## config.mk

```make
export PLATFORM = sky130hd
export DESIGN_NAME = disl_priority_decoder
export DESIGN_NICKNAME = d
export VERILOG_FILES = /design/src/rtl/disl_priority_decoder.sv
export SDC_FILE = /design/constraint.sdc
export NUM_CORES = 1
export LEC_CHECK = 0
export ABC_AREA = 1
export CORE_UTILIZATION = 50
export DETAILED_ROUTE_END_ITERATION = 12
export HOLD_SLACK_MARGIN = 0.12
export PLACE_DENSITY = 0.79
export SYNTH_ARGS = -nofsm -noshare
export SYNTH_HDL_FRONTEND = slang
export SYNTH_SLANG_ARGS = --single-unit
```

## constraint.sdc

```tcl
create_clock -name clock -period 8.02 [get_ports clock]
set_clock_uncertainty 0.2 [all_clocks]
set_input_delay 1.203 -clock clock [delete_from_list [all_inputs] [get_ports clock]]
set_output_delay 1.203 -clock clock [all_outputs]
set_load 0.005 [all_outputs]
```

## src/rtl/disl_priority_decoder.sv

```systemverilog
`default_nettype none
// +----------------------------------------------------------------------------+
// | Module   : disl_priority_decoder                                           |
// | Brief    : Index-to-one-hot decoder with sticky pending vector + popcount. |
// | Revision : 1.0                                                             |
// +----------------------------------------------------------------------------+
module disl_priority_decoder #(
  parameter  int WIDTH = 8,
  localparam int IW    = (WIDTH > 2) ? $clog2(WIDTH) : 1,
  localparam int CW    = $clog2(WIDTH + 1)
) (
  input  logic             clock,
  input  logic             reset,
  input  logic             in_valid,
  output logic             in_ready,
  input  logic [IW-1:0]    in_index,
  input  logic             in_set,
  input  logic             clear_all,
  output logic             out_valid,
  input  logic             out_ready,
  output logic [WIDTH-1:0] out_onehot,
  output logic             out_set,
  output logic [WIDTH-1:0] pending,
  output logic [CW-1:0]    pending_count,
  output logic             range_error
);

  logic             w_accept;
  logic             w_in_range;
  logic             w_load;
  logic [WIDTH-1:0] w_onehot;
  logic [WIDTH-1:0] w_pending_nxt;
  logic [CW-1:0]    w_count_nxt;

  logic             r_out_valid;
  logic [WIDTH-1:0] r_out_onehot;
  logic             r_out_set;
  logic [WIDTH-1:0] r_pending;
  logic [CW-1:0]    r_pending_count;
  logic             r_range_error;

  assign in_ready = ~reset & (~r_out_valid | out_ready);
  assign w_accept = in_valid & in_ready;
  assign w_load   = w_accept & w_in_range;

  // Every index encodable in IW bits is legal when WIDTH is a power of two.
  generate
    if (WIDTH == (1 << IW)) begin : g_pow2
      assign w_in_range = 1'b1;
    end else begin : g_npow2
      localparam logic [IW:0] c_WIDTH_EXT = (IW + 1)'(WIDTH);
      assign w_in_range = ({1'b0, in_index} < c_WIDTH_EXT);
    end
  endgenerate

  generate
    for (genvar gi = 0; gi < WIDTH; gi++) begin : g_dec
      assign w_onehot[gi] = (in_index == IW'(gi));
    end
  endgenerate

  always_comb begin
    w_pending_nxt = r_pending;
    if (clear_all) begin
      w_pending_nxt = '0;
    end else if (w_load) begin
      w_pending_nxt = in_set ? (r_pending | w_onehot) : (r_pending & ~w_onehot);
    end
  end

  // Count is taken from the next-state vector so it lands with pending.
  always_comb begin
    w_count_nxt = '0;
    for (int i = 0; i < WIDTH; i++) begin
      w_count_nxt = w_count_nxt + CW'(w_pending_nxt[i]);
    end
  end

  always_ff @(posedge clock) begin
    if (reset) begin
      r_out_valid     <= 1'b0;
      r_out_onehot    <= '0;
      r_out_set       <= 1'b0;
      r_pending       <= '0;
      r_pending_count <= '0;
      r_range_error   <= 1'b0;
    end else begin
      r_pending       <= w_pending_nxt;
      r_pending_count <= w_count_nxt;
      r_range_error   <= w_accept & ~w_in_range;
      if (w_load) begin
        r_out_valid  <= 1'b1;
        r_out_onehot <= w_onehot;
        r_out_set    <= in_set;
      end else if (out_ready) begin
        r_out_valid  <= 1'b0;
      end
    end
  end

  assign out_valid     = r_out_valid;
  assign out_onehot    = r_out_onehot;
  assign out_set       = r_out_set;
  assign pending       = r_pending;
  assign pending_count = r_pending_count;
  assign range_error   = r_range_error;

endmodule
`default_nettype wire

```

==> metrics <==
FILL cells=198; Syn-to-layout area delta=27.9%; Slowest-stage cell, CP=clkdlybuf4s50_1; DR vias=1,062; R2R Path Start=out_valid; Die Y=50.3 um; reg2reg setup slack=4.04 ns; total grt overflow=0; mapped cell area=1160 um2; gpl congestion=0.889; switching share of power=25.8%; Top cell by count, worst path=inv_1; Starting Density=52.7%; vias in the first global route=972; setup TNS=0 ns; Post-Synthesis Cells=159; Port Buffer Count=31; hold path startpoint=out_onehot[4]; maximum VDD drop=133 uV; Post-CTS Hold Buffers=0; CP Launch Point=reset; Synth Register Bits=22; Detailed Routing Iterations Pass 1=4; crit path cell chain=clkdlybuf4s50_1 -> inv_2 -> nand3_4 -> inv_1 -> nand2_1 -> nand3_1 -> inv_1 -> fa_1 -> inv_1 -> fa_1 -> inv_1 -> fa_1 -> ha_1 -> inv_1 -> fa_1 -> xor2_1 -> nor2_1; CP Launch Type=primary input; vias per cell=4.96; fin nets=203; count of pins over their slew limit=0; drt total wl=2.48 mm; Fmax achieved=0.182 GHz; # clock sinks=22; share of the synthesized area in the top cell type=37.8%; final setup violation count=0; largest net degree at the start of global routing=27; Slew headroom=48.9%; final worst-path cycle share=68.7%; RSZ-0062 raised after global routing=false; CTS resizes=0; Top FF cell, synth=dfxtp_1; Core Box Area=2210 um2; YS warnings=0; CTS tree=done; Tightest Pin Transition=0.764 ns; Total Power=206 uW; DRC=0; clk root buf=clkbuf_4; Synth area leaders=dfxtp_1 (38%), nand2_1 (12%), nor2_1 (7.4%); Boundary Pins=33; CP Max Fanout=26; final hold violations=0; worst skew pair latency=0.31 ns; DR WL/cell=11.6 um; Worst Hold Slack=0.271 ns; worst min path class=reg2reg; Tot GR Track Use=21.7%; Yosys top cell by area=dfxtp_1; share of layout cells above drive strength 1=5.38%; DIE WIDTH=50.3 um; status=completed; Critical Path RT=8.01 ns; post-CTS setup buffer count=0; Final min period=5.51 ns; Post-Syn Nets=175; global-route wire length before repair=4.18 mm; combinational group share of total power=15.1%; Reg power frac=54.8%; asr flop ratio synth=0%; number of flops mapped to enable cells by yosys=0; Num CTS Buffers=3; Switch Pwr=53.3 uW; final core occ=67.4%; Die ar.=2530 um2; Crit path arrival time=5.49 ns; max-cap violations=0; DR iter-0 viols=17; mean post-synth cell area=7.33 um2; commonest cells in the netlist=nand2_1 (37), nor2_1 (23), dfxtp_1 (22), inv_1 (22), nand3_1 (16); Pint=153 uW; clock buffer depth=2; H-tree lvl count=1; FP Rows=17; CP Capture Type=register; count leader, synth=nand2_1; crit path kind=in2reg; HPWL Detailed=1.90 mm; CP peak stage delay=0.80 ns; initial antenna violation count=0; Routed Antenna Nets=0; ANT cells=0; Pleak=0.000683 uW; power per cell area=139 nW/um2; clock share of power=30.2%; post-synthesis cell type count=22; post-synthesis sequential area ratio=37.8%; clock-pin slew on the worst setup and hold paths=0.12 ns
## flip-flops by register name, indices dropped and copies added (netlist names)
register and cells:
pending 8, out_set 1, pending_count 4, out_onehot 8, out_valid 1
## worst max-delay path, delay by kind of cell
family                     cells  cell delay [ns]
adders and majority gates      5             2.05
buffers and inverters          7             1.57
and+or+nand+nor                4             0.52
xor gates and xnor gates       1             0.15
## worst paths after layout
path	endpoint	cells past startpoint
hold reg to reg	out_onehot[4]	2
hold / removal	out_onehot[4]	2
setup reg to reg	pending_count[2]	16
setup / recovery	pending_count[2]	17
## through the flow
stage | worst slack (ns) | area (um2) | instances
2_1_floorplan | 3.63 | 1160 | 159
3_5_place_dp | 2.25 | 1450 | 210
5_1_grt | 2.31 | 1490 | 214
4_1_cts | 2.57 | 1490 | 214
6_report | 2.51 | 1490 | 214
3_3_place_gp | 2.41 | 1450 | 210
## cell usage in the layout, fill, tap and decap left out, drive strengths merged, types with 3 or more instances in the layout
master	netlist	layout
nand2	38	38
clkdlybuf4s50	0	31
nor2	24	24
inv	24	24
dfxtp	22	22
nand3	17	17
a21oi	7	7
fa	4	4
clkbuf	2	4
nand4	3	3
o21a	3	3
ha	3	3
o21bai	3	3
## power groups by stage
stage	combinational, uW	sequential (uW)	clock, uW
after floorplan	19.3	116	0
after global routing	34.3	113	66.6
after global placement	29.8	116	0
final	31.1	113	62.3
after CTS	30.9	113	62.8
after detailed placement	30.7	116	0
## per-layer routing
layer	part of all wire (%)	global-route usage (%)	vias to the layer above
met5	0	0	-
met4	1.4	9.05	0
met3	3.5	4.24	6
met2	50	34.2	28
met1	45	28.5	484
li1	-	-	544
## cells by family after synthesis
| kind of cell | count (synthesis) | share of synthesized area, % |
|---|---|---|
| buf+inv | 32 | 12.6 |
| simple gates | 82 | 30.8 |
| other cells | 1 | 0.322 |
| flops | 22 | 37.8 |
| fa+ha+maj | 7 | 10.1 |
| xor+xnor | 1 | 0.752 |
| compound gates | 14 | 7.62 |
## final cells by class
type                    count  area, um2  area share [%]
clock buffers               4       36.3            2.43
repair buffers             31        310            20.8
inverters                  24       90.1            6.05
multi-input cells         105        578            38.8
flip-flops and latches     22        440            29.6
well taps                  28       35.0            2.35
Note: power is estimated with default switching activity, not from simulation.
